**config.mk**
```make
export PLATFORM = sky130hd
export DESIGN_NAME = m_cp0_timer_flat
export DESIGN_NICKNAME = d
export VERILOG_FILES = /design/src/rtl/cp0_pkg.sv /design/src/rtl/m_cp0_timer_if.sv /design/src/rtl/cp0_timer.sv /design/src/rtl/m_cp0_timer.sv /design/src/flat_wrapper.sv
export SDC_FILE = /design/constraint.sdc
export NUM_CORES = 1
export LEC_CHECK = 0
export ABC_AREA = 1
export CAP_MARGIN = 25
export CORE_MARGIN = 2
export CORE_UTILIZATION = 46
export CTS_BUF_LIST = sky130_fd_sc_hd__clkbuf_4 sky130_fd_sc_hd__clkbuf_8
export DETAILED_ROUTE_END_ITERATION = 8
export GPL_TIMING_DRIVEN = 0
export PLACE_DENSITY_LB_ADDON = 0.12
export SLEW_MARGIN = 10
export SYNTH_ARGS = -nofsm -noshare
export SYNTH_HDL_FRONTEND = slang
export SYNTH_HIERARCHICAL = 1
export SYNTH_SLANG_ARGS = --single-unit
```
**constraint.sdc**
```tcl
create_clock -name clk -period 2.95 [get_ports clk]
set_input_delay 0.295 -clock clk [delete_from_list [all_inputs] [get_ports clk]]
set_output_delay 0.295 -clock clk [all_outputs]
set_load 0.005 [all_outputs]
```
**src/rtl/cp0_pkg.sv**
```systemverilog
// cp0_pkg: shared constants for the M-stage coprocessor-0.
//   - CP0 register indices (BadVAddr, Count, Compare, SR, Cause, EPC, PRId)
//   - SR / Cause field bit positions
//   - ExcCode values used by the pipeline
package cp0_pkg;

    localparam logic [4:0] REG_BADVADDR = 5'd8;
    localparam logic [4:0] REG_COUNT    = 5'd9;
    localparam logic [4:0] REG_COMPARE  = 5'd11;
    localparam logic [4:0] REG_SR       = 5'd12;
    localparam logic [4:0] REG_CAUSE    = 5'd13;
    localparam logic [4:0] REG_EPC      = 5'd14;
    localparam logic [4:0] REG_PRID     = 5'd15;

    // SR fields
    localparam int SR_IE     = 0;
    localparam int SR_EXL    = 1;
    localparam int SR_IM_LO  = 10;
    localparam int SR_IM_HI  = 15;

    // Cause fields
    localparam int CAUSE_EXC_LO = 2;
    localparam int CAUSE_EXC_HI = 6;
    localparam int CAUSE_IP_LO  = 10;
    localparam int CAUSE_IP_HI  = 15;
    localparam int CAUSE_TI     = 30;
    localparam int CAUSE_BD     = 31;

    // ExcCode values
    localparam logic [4:0] EXC_INT  = 5'd0;
    localparam logic [4:0] EXC_ADEL = 5'd4;
    localparam logic [4:0] EXC_ADES = 5'd5;
    localparam logic [4:0] EXC_RI   = 5'd10;
    localparam logic [4:0] EXC_OV   = 5'd12;

endpackage

```
**src/rtl/m_cp0_timer_if.sv**
```systemverilog
// m_cp0_timer_if: pipeline <-> CP0 signal bundle.
//   master : the M-stage pipeline (drives mtc0/exception info, hwint)
//   slave  : the CP0 block (returns rdata, epc_out, req, timer_irq)
// req is a single-cycle strobe: when it is high at a clock edge the CP0 has
// committed the exception/interrupt; there is no back-pressure from the pipe.
interface m_cp0_timer_if #(
    parameter int N_HWINT = 6
);
    logic                 we;
    logic [4:0]           addr;
    logic [31:0]          wdata;
    logic [31:0]          rdata;
    logic [31:0]          vpc;
    logic                 bd_in;
    logic [4:0]           exc_code_in;
    logic [31:0]          badvaddr_in;
    logic [N_HWINT-1:0]   hwint;
    logic                 exl_clr;
    logic [31:0]          epc_out;
    logic                 req;
    logic                 timer_irq;

    modport master (
        output we, addr, wdata, vpc, bd_in, exc_code_in, badvaddr_in, hwint, exl_clr,
        input  rdata, epc_out, req, timer_irq
    );

    modport slave (
        input  we, addr, wdata, vpc, bd_in, exc_code_in, badvaddr_in, hwint, exl_clr,
        output rdata, epc_out, req, timer_irq
    );
endinterface

```
**src/rtl/cp0_timer.sv**
```systemverilog
// cp0_timer: Count/Compare timer.
//   clk, reset     : clock, asynchronous active-low reset
//   count_ld       : load Count from wdata and clear the prescaler
//   compare_ld     : load Compare from wdata and clear TI
//   wdata          : load data
//   count, compare : current register values
//   ti             : sticky timer-interrupt flag
// Count advances every second cycle via a 1-bit prescaler.
module cp0_timer (
    input  logic        clk,
    input  logic        reset,
    input  logic        count_ld,
    input  logic        compare_ld,
    input  logic [31:0] wdata,
    output logic [31:0] count,
    output logic [31:0] compare,
    output logic        ti
);
    logic        presc_q;
    logic [31:0] count_q;
    logic [31:0] compare_q;
    logic        ti_q;
    logic        inc;
    logic [31:0] count_inc;

    // A Count load in an increment cycle suppresses the increment.
    assign inc       = presc_q & ~count_ld;
    assign count_inc = count_q + 32'd1;

    always_ff @(posedge clk or negedge reset) begin
        if (!reset) begin
            presc_q   <= 1'b0;
            count_q   <= '0;
            compare_q <= '0;
            ti_q      <= 1'b0;
        end else begin
            presc_q <= count_ld ? 1'b0 : ~presc_q;
            if (count_ld)
                count_q <= wdata;
            else if (inc)
                count_q <= count_inc;
            // Compare load beats a coincident match.
            if (compare_ld) begin
                compare_q <= wdata;
                ti_q      <= 1'b0;
            end else if (inc && (count_inc == compare_q)) begin
                ti_q <= 1'b1;
            end
        end
    end

    assign count   = count_q;
    assign compare = compare_q;
    assign ti      = ti_q;
endmodule

```
**src/rtl/m_cp0_timer.sv**
```systemverilog
// m_cp0_timer: M-stage coprocessor-0 with SR, Cause, EPC, BadVAddr,
// Count/Compare timer, PRId and N_HWINT external interrupt lines.
//   clk    : system clock
//   reset  : asynchronous active-low reset
//   bus    : m_cp0_timer_if.slave -- mtc0 write/read port, M-stage PC,
//            delay-slot flag, exception code, faulting address, hwint,
//            eret clear; returns rdata, epc_out, req and timer_irq.
// Each cycle the block arbitrates interrupt > exception > mtc0 write.
module m_cp0_timer
    import cp0_pkg::*;
#(
    parameter int          N_HWINT  = 6,
    parameter bit          TIMER_EN = 1'b1,
    parameter logic [31:0] SR_RESET = 32'h1000_0000,
    parameter logic [31:0] PRID     = 32'h0000_0007
) (
    input  logic           clk,
    input  logic           reset,
    m_cp0_timer_if.slave   bus
);
    logic [31:0] sr_q, sr_next;
    logic [31:0] epc_q;
    logic [31:0] badvaddr_q;
    logic [4:0]  exc_code_q;
    logic        bd_q;
    logic [5:0]  ip_q, ip_next;
    logic [31:0] count, compare;
    logic        ti;
    logic        int_req, exc_req, take, wr_ok;
    logic        count_ld, compare_ld;
    logic [31:0] cause_word;
    logic [31:0] rdata_i;

    // IP is evaluated ahead of the latch so hwint reaches req with no delay.
    always_comb begin
        ip_next = '0;
        for (int k = 0; k < N_HWINT; k++)
            ip_next[k] = bus.hwint[k];
        ip_next[5] = ip_next[5] | ti;
    end

    assign int_req = (|(ip_next & sr_q[SR_IM_HI:SR_IM_LO])) & sr_q[SR_IE] & ~sr_q[SR_EXL];
    assign exc_req = (bus.exc_code_in != EXC_INT) & ~sr_q[SR_EXL];
    assign take    = int_req | exc_req;
    assign wr_ok   = bus.we & ~take;

    assign count_ld   = wr_ok && (bus.addr == REG_COUNT);
    assign compare_ld = wr_ok && (bus.addr == REG_COMPARE);

    // A taken request forces EXL=1, overriding any eret in the same cycle.
    always_comb begin
        sr_next = sr_q;
        if (take) begin
            sr_next[SR_EXL] = 1'b1;
        end else begin
            if (wr_ok && (bus.addr == REG_SR))
                sr_next = bus.wdata;
            if (bus.exl_clr)
                sr_next[SR_EXL] = 1'b0;
        end
    end

    always_ff @(posedge clk or negedge reset) begin
        if (!reset) begin
            sr_q       <= SR_RESET;
            epc_q      <= '0;
            badvaddr_q <= '0;
            exc_code_q <= '0;
            bd_q       <= 1'b0;
            ip_q       <= '0;
        end else begin
            sr_q <= sr_next;
            ip_q <= ip_next;
            if (take) begin
                epc_q <= bus.bd_in ? (bus.vpc - 32'd4) : bus.vpc;
                bd_q  <= bus.bd_in;
                if (int_req) begin
                    exc_code_q <= EXC_INT;
                end else begin
                    exc_code_q <= bus.exc_code_in;
                    if ((bus.exc_code_in == EXC_ADEL) || (bus.exc_code_in == EXC_ADES))
                        badvaddr_q <= bus.badvaddr_in;
                end
            end else if (wr_ok && (bus.addr == REG_EPC)) begin
                epc_q <= {bus.wdata[31:2], 2'b00};
            end
        end
    end

    generate
        if (TIMER_EN) begin : g_timer
            cp0_timer u_timer (
                .clk        (clk),
                .reset      (reset),
                .count_ld   (count_ld),
                .compare_ld (compare_ld),
                .wdata      (bus.wdata),
                .count      (count),
                .compare    (compare),
                .ti         (ti)
            );
        end else begin : g_no_timer
            assign count   = '0;
            assign compare = '0;
            assign ti      = 1'b0;
        end
    endgenerate

    always_comb begin
        cause_word                            = '0;
        cause_word[CAUSE_BD]                  = bd_q;
        cause_word[CAUSE_TI]                  = ti;
        cause_word[CAUSE_IP_HI:CAUSE_IP_LO]   = ip_q;
        cause_word[CAUSE_EXC_HI:CAUSE_EXC_LO] = exc_code_q;
    end

    // Reads see pre-edge state; there is no write bypass.
    always_comb begin
        rdata_i = '0;
        case (bus.addr)
            REG_BADVADDR: rdata_i = badvaddr_q;
            REG_COUNT:    rdata_i = count;
            REG_COMPARE:  rdata_i = compare;
            REG_SR:       rdata_i = sr_q;
            REG_CAUSE:    rdata_i = cause_word;
            REG_EPC:      rdata_i = epc_q;
            REG_PRID:     rdata_i = PRID;
            default:      rdata_i = '0;
        endcase
    end

    assign bus.rdata     = rdata_i;
    assign bus.epc_out   = epc_q;
    assign bus.req       = take & reset;
    assign bus.timer_irq = ti;
endmodule

```
**src/flat_wrapper.sv**
```systemverilog
// flat-port wrapper written by rule: the top's interface ports become plain ports
module m_cp0_timer_flat import cp0_pkg::*;
#(
    parameter int          N_HWINT  = 6,
    parameter bit          TIMER_EN = 1'b1,
    parameter logic [31:0] SR_RESET = 32'h1000_0000,
    parameter logic [31:0] PRID     = 32'h0000_0007
)
  (clk, reset, bus_we, bus_addr, bus_wdata, bus_vpc, bus_bd_in, bus_exc_code_in, bus_badvaddr_in, bus_hwint, bus_exl_clr, bus_rdata, bus_epc_out, bus_req, bus_timer_irq);
  m_cp0_timer_if #(.N_HWINT(N_HWINT)) bus_i ();
  input  logic clk;
  input  logic reset;
  input wire logic [$bits(bus_i.we)-1:0] bus_we;
  input wire logic [$bits(bus_i.addr)-1:0] bus_addr;
  input wire logic [$bits(bus_i.wdata)-1:0] bus_wdata;
  input wire logic [$bits(bus_i.vpc)-1:0] bus_vpc;
  input wire logic [$bits(bus_i.bd_in)-1:0] bus_bd_in;
  input wire logic [$bits(bus_i.exc_code_in)-1:0] bus_exc_code_in;
  input wire logic [$bits(bus_i.badvaddr_in)-1:0] bus_badvaddr_in;
  input wire logic [$bits(bus_i.hwint)-1:0] bus_hwint;
  input wire logic [$bits(bus_i.exl_clr)-1:0] bus_exl_clr;
  output wire logic [$bits(bus_i.rdata)-1:0] bus_rdata;
  output wire logic [$bits(bus_i.epc_out)-1:0] bus_epc_out;
  output wire logic [$bits(bus_i.req)-1:0] bus_req;
  output wire logic [$bits(bus_i.timer_irq)-1:0] bus_timer_irq;
  assign bus_i.we = bus_we;
  assign bus_i.addr = bus_addr;
  assign bus_i.wdata = bus_wdata;
  assign bus_i.vpc = bus_vpc;
  assign bus_i.bd_in = bus_bd_in;
  assign bus_i.exc_code_in = bus_exc_code_in;
  assign bus_i.badvaddr_in = bus_badvaddr_in;
  assign bus_i.hwint = bus_hwint;
  assign bus_i.exl_clr = bus_exl_clr;
  assign bus_rdata = bus_i.rdata;
  assign bus_epc_out = bus_i.epc_out;
  assign bus_req = bus_i.req;
  assign bus_timer_irq = bus_i.timer_irq;
  m_cp0_timer #(.N_HWINT(N_HWINT), .TIMER_EN(TIMER_EN), .SR_RESET(SR_RESET), .PRID(PRID)) u_core (.clk(clk), .reset(reset), .bus(bus_i));
endmodule
```
==> key figures <==
Layout
  – Layout Nets: 1,989
  – N_diodes: 0
  – Final non-filler cell total: 2,202
  – Area grow syn2layout: 26.02%
  – Fin area: 13,850 sq um
  – Share of cells above drive strength 1: 7.223%
  – # fillers: 2,239

Synthesis
  – Fraction of registers with async set/reset: 100.0%
  – Register bit total from synthesis: 174
  – Post-synthesis instance total: 1,662
  – Synth area leader: dfrtp_1
  – Count leader, synth: nand2_1
  – Syn Nets: 1,781
  – Dominant cells by area after synthesis: dfrtp_1, nand2_1, inv_1
  – Seq/Total Area, Yosys: 39.63%
  – Synth Flop Type: dfrtp_1
  – Synth unique cells: 43
  – Syn Area/Cell: 6.612 sq um
  – Synth top cells by count: nand2_1, dfrtp_1, inv_1
  – Top-area cell type share of the netlist area: 39.39%
  – Netlist Area Pre-Place: 10,990 sq um
  – Yosys warns: 6
  – Post-synth EDFFs: 0

Floorplanning
  – Number of cell rows: 56
  – Core footprint: 23,470 sq um
  – Die Height: 158.6 um
  – Initial Util: 46.82%
  – Width of the die: 158.6 um
  – Die area: 25,140 sq um
  – IO Pins: 183

STA
  – Clock Skew: 32.14 ps
  – Final worst setup slack: 76.05 ps
  – Final Cycle Share: 97.42%
  – Max-slew violations: 0
  – Final hold viol count: 0
  – Headroom to the max-slew limit: 52.37%
  – Crit path time final: 2874 ps
  – Setup tns final: 0 ps
  – F_max: 348.0 MHz
  – Worst Tran Pin Value: 714.4 ps
  – Final setup fails: 0

Global route
  – Largest net degree at the start of global routing: 87
  – Initial antenna violation count: 0
  – Global-route wire length before repair: 64,810 um
  – Grt total ovfl: 0
  – Total track usage: 35.34%
  – Vias in the first global route: 11,080

Drt
  – 1st-pass router iterations: 6
  – Overall routed net length: 43,850 um
  – Routed length per instance: 19.91 um
  – ANT nets after route: 0
  – # DRC: 0
  – Routed via count: 12,030
  – Vias per cell: 5.461
  – 1st-iter DRT viols: 1,475

Setup path
  – Worst path max stage delay: 540 ps
  – Most frequent CP cell: nand2_1
  – Critical path class: in2out
  – Crit Path Max Fanout: 10
  – Critical path cell sequence: clkdlybuf4s50_1 > nand2_1 > nor2_1 > nand2_1 > inv_2 > clkbuf_4 > nand2_1 > o21ai_0 > a21oi_1 > nand4_1 > clkdlybuf4s50_1
  – Req. time, crit path: 2650 ps
  – Worst EP arrival: 2580 ps
  – Launch point of the worst path: bus_addr[2]
  – Setup crit end: bus_rdata[12]
  – R2R Path Start: u_core/g_timer.u_timer/ti
  – R2r endpoint: u_core/g_timer.u_timer/compare[18]
  – Worst Reg-to-Reg Cells: 9
  – Internal reg-to-reg setup slack: 100 ps
  – Worst setup SP type: primary input
  – Critical Path Slowest Stage Cell: clkdlybuf4s50_1
  – CP Capture Type: primary output

Min path
  – HP Start: bus_hwint[0]
  – Type of the most critical hold path: in2reg

Clocking
  – TritonCTS clock tree: yes
  – CTS clk-pin slew, worst paths: 110 ps
  – CTS Buf Count: 17
  – Clock Root Buffer: clkbuf_8
  – H-tree levels: 4
  – Worst-skew pair later-pin latency: 490 ps
  – CTS Buffer Depth: 2
  – Clk sink count: 174

Job
  – Max-cap violations: 0

Pwr
  – VDD IR-drop max: 0.0003563 V
  – Power Total: 10.27 mW
  – Static Leakage: 6.630 nW
  – PwrDens: 741.5 nW/um^2

Placed design
  – Hpwl dp: 35,120 um
  – Port bufs: 182
  – Dpl ws: -901.4 ps
  – Gp weighted congestion: 0.9954
  – Placed Cells incl. Taps: 2,165
  – Placed Area: 13,270 sq um

Status
  – Status: finished, final reports clean
==> sequential cells by signal (all words and copies together) (netlist names) <==
name	flops
u_core/g_timer.u_timer/compare	32
u_core/bd_q	1
u_core/bus.epc_out	32
u_core/ip_q	6
u_core/g_timer.u_timer/presc_q	1
u_core/sr_q	32
u_core/exc_code_q	5
u_core/g_timer.u_timer/count	32
u_core/g_timer.u_timer/ti	1
u_core/badvaddr_q	32
==> timing repair <==
action	CTS	global route
resized for setup	25	15
buffers inserted	1	2
endpoints found under the setup margin	59	40
pin swaps	0	1
endpoints found under the hold margin	31	0
hold buffers	2	0
==> cell families (layout without fill, tap and decap cells) <==
family | after synthesis | in the layout | synth area share, %
flops | 174 | 174 | 39.63
simple gates | 1035 | 1035 | 39.45
buf+inv | 237 | 458 | 8.972
compound gates | 195 | 195 | 10.11
fa+ha+maj | 2 | 2 | 0.2277
mux | 4 | 4 | 0.4099
xor+xnor | 15 | 15 | 1.195
==> worst min-delay path by stage <==
stage,endpoint,slack [ps],cells after the start
3_5_place_dp,u_core/g_timer.u_timer/count[2],180,1
3_3_place_gp,u_core/sr_q[28],450,2
2_1_floorplan,u_core/badvaddr_q[0],-0.6,0
6_report,u_core/ip_q[0],290,1
5_1_grt,u_core/ip_q[0],260,1
4_1_cts,u_core/ip_q[0],270,1
==> metal layers <==
layer / global-route usage, % / share of wire (%) / vias up
li1: - / - / 5682
met1: 47.18 / 42 / 5645
met2: 57.20 / 46 / 608
met3: 5.362 / 7.9 / 91
met4: 15.10 / 4.2 / 0
met5: 0 / 0 / -
==> layout make-up <==
cell class / count / area [sq um] / share of cell area, %
Inverter: 178 / 669.4 / 4.834
Clock inverter: 15 / 211.5 / 1.527
Timing Repair Buffer: 189 / 1933 / 13.96
Buffer: 59 / 355.3 / 2.566
Multi-Input combinational cell: 1251 / 5690 / 41.09
Tap cell: 319 / 399.1 / 2.882
Sequential cell: 174 / 4355 / 31.45
Clock buffer: 17 / 234.0 / 1.690
==> power breakdown <==
part	internal (mW)	total (mW)	switching (mW)
registers	3.37	4.39	1.02
clock network	0.668	1.79	1.12
logic	1.69	4.09	2.40
==> worst max-delay path: cells and delay by family <==
family / cells / cell delay [ps]
buffers and inverters: 4 / 1470
and+or+nand+nor: 5 / 670
AOI/OAI and AO/OA: 2 / 140
==> layout by cell type, fill, tap and decap left out, types with 16 or more instances in the layout <==
master / count
o211ai_1: 19
nand3_1: 119
nor2_1: 137
nand4_1: 26
nand2_1: 713
clkbuf_1: 16
clkdlybuf4s50_1: 180
clkbuf_8: 17
a21oi_1: 30
inv_1: 169
o21ai_0: 99
dfrtp_1: 173
==> per-stage QoR <==
stage | hold WS [ps] | utilization, %
after floorplan | -0.5911 | -
after global placement | 454.8 | 56.28
after detailed placement | 177.0 | 56.54
after CTS | 270.9 | 58.81
after global routing | 261.7 | 59.00
final | 286.8 | 59.00
(Power assumes the default switching activity.)
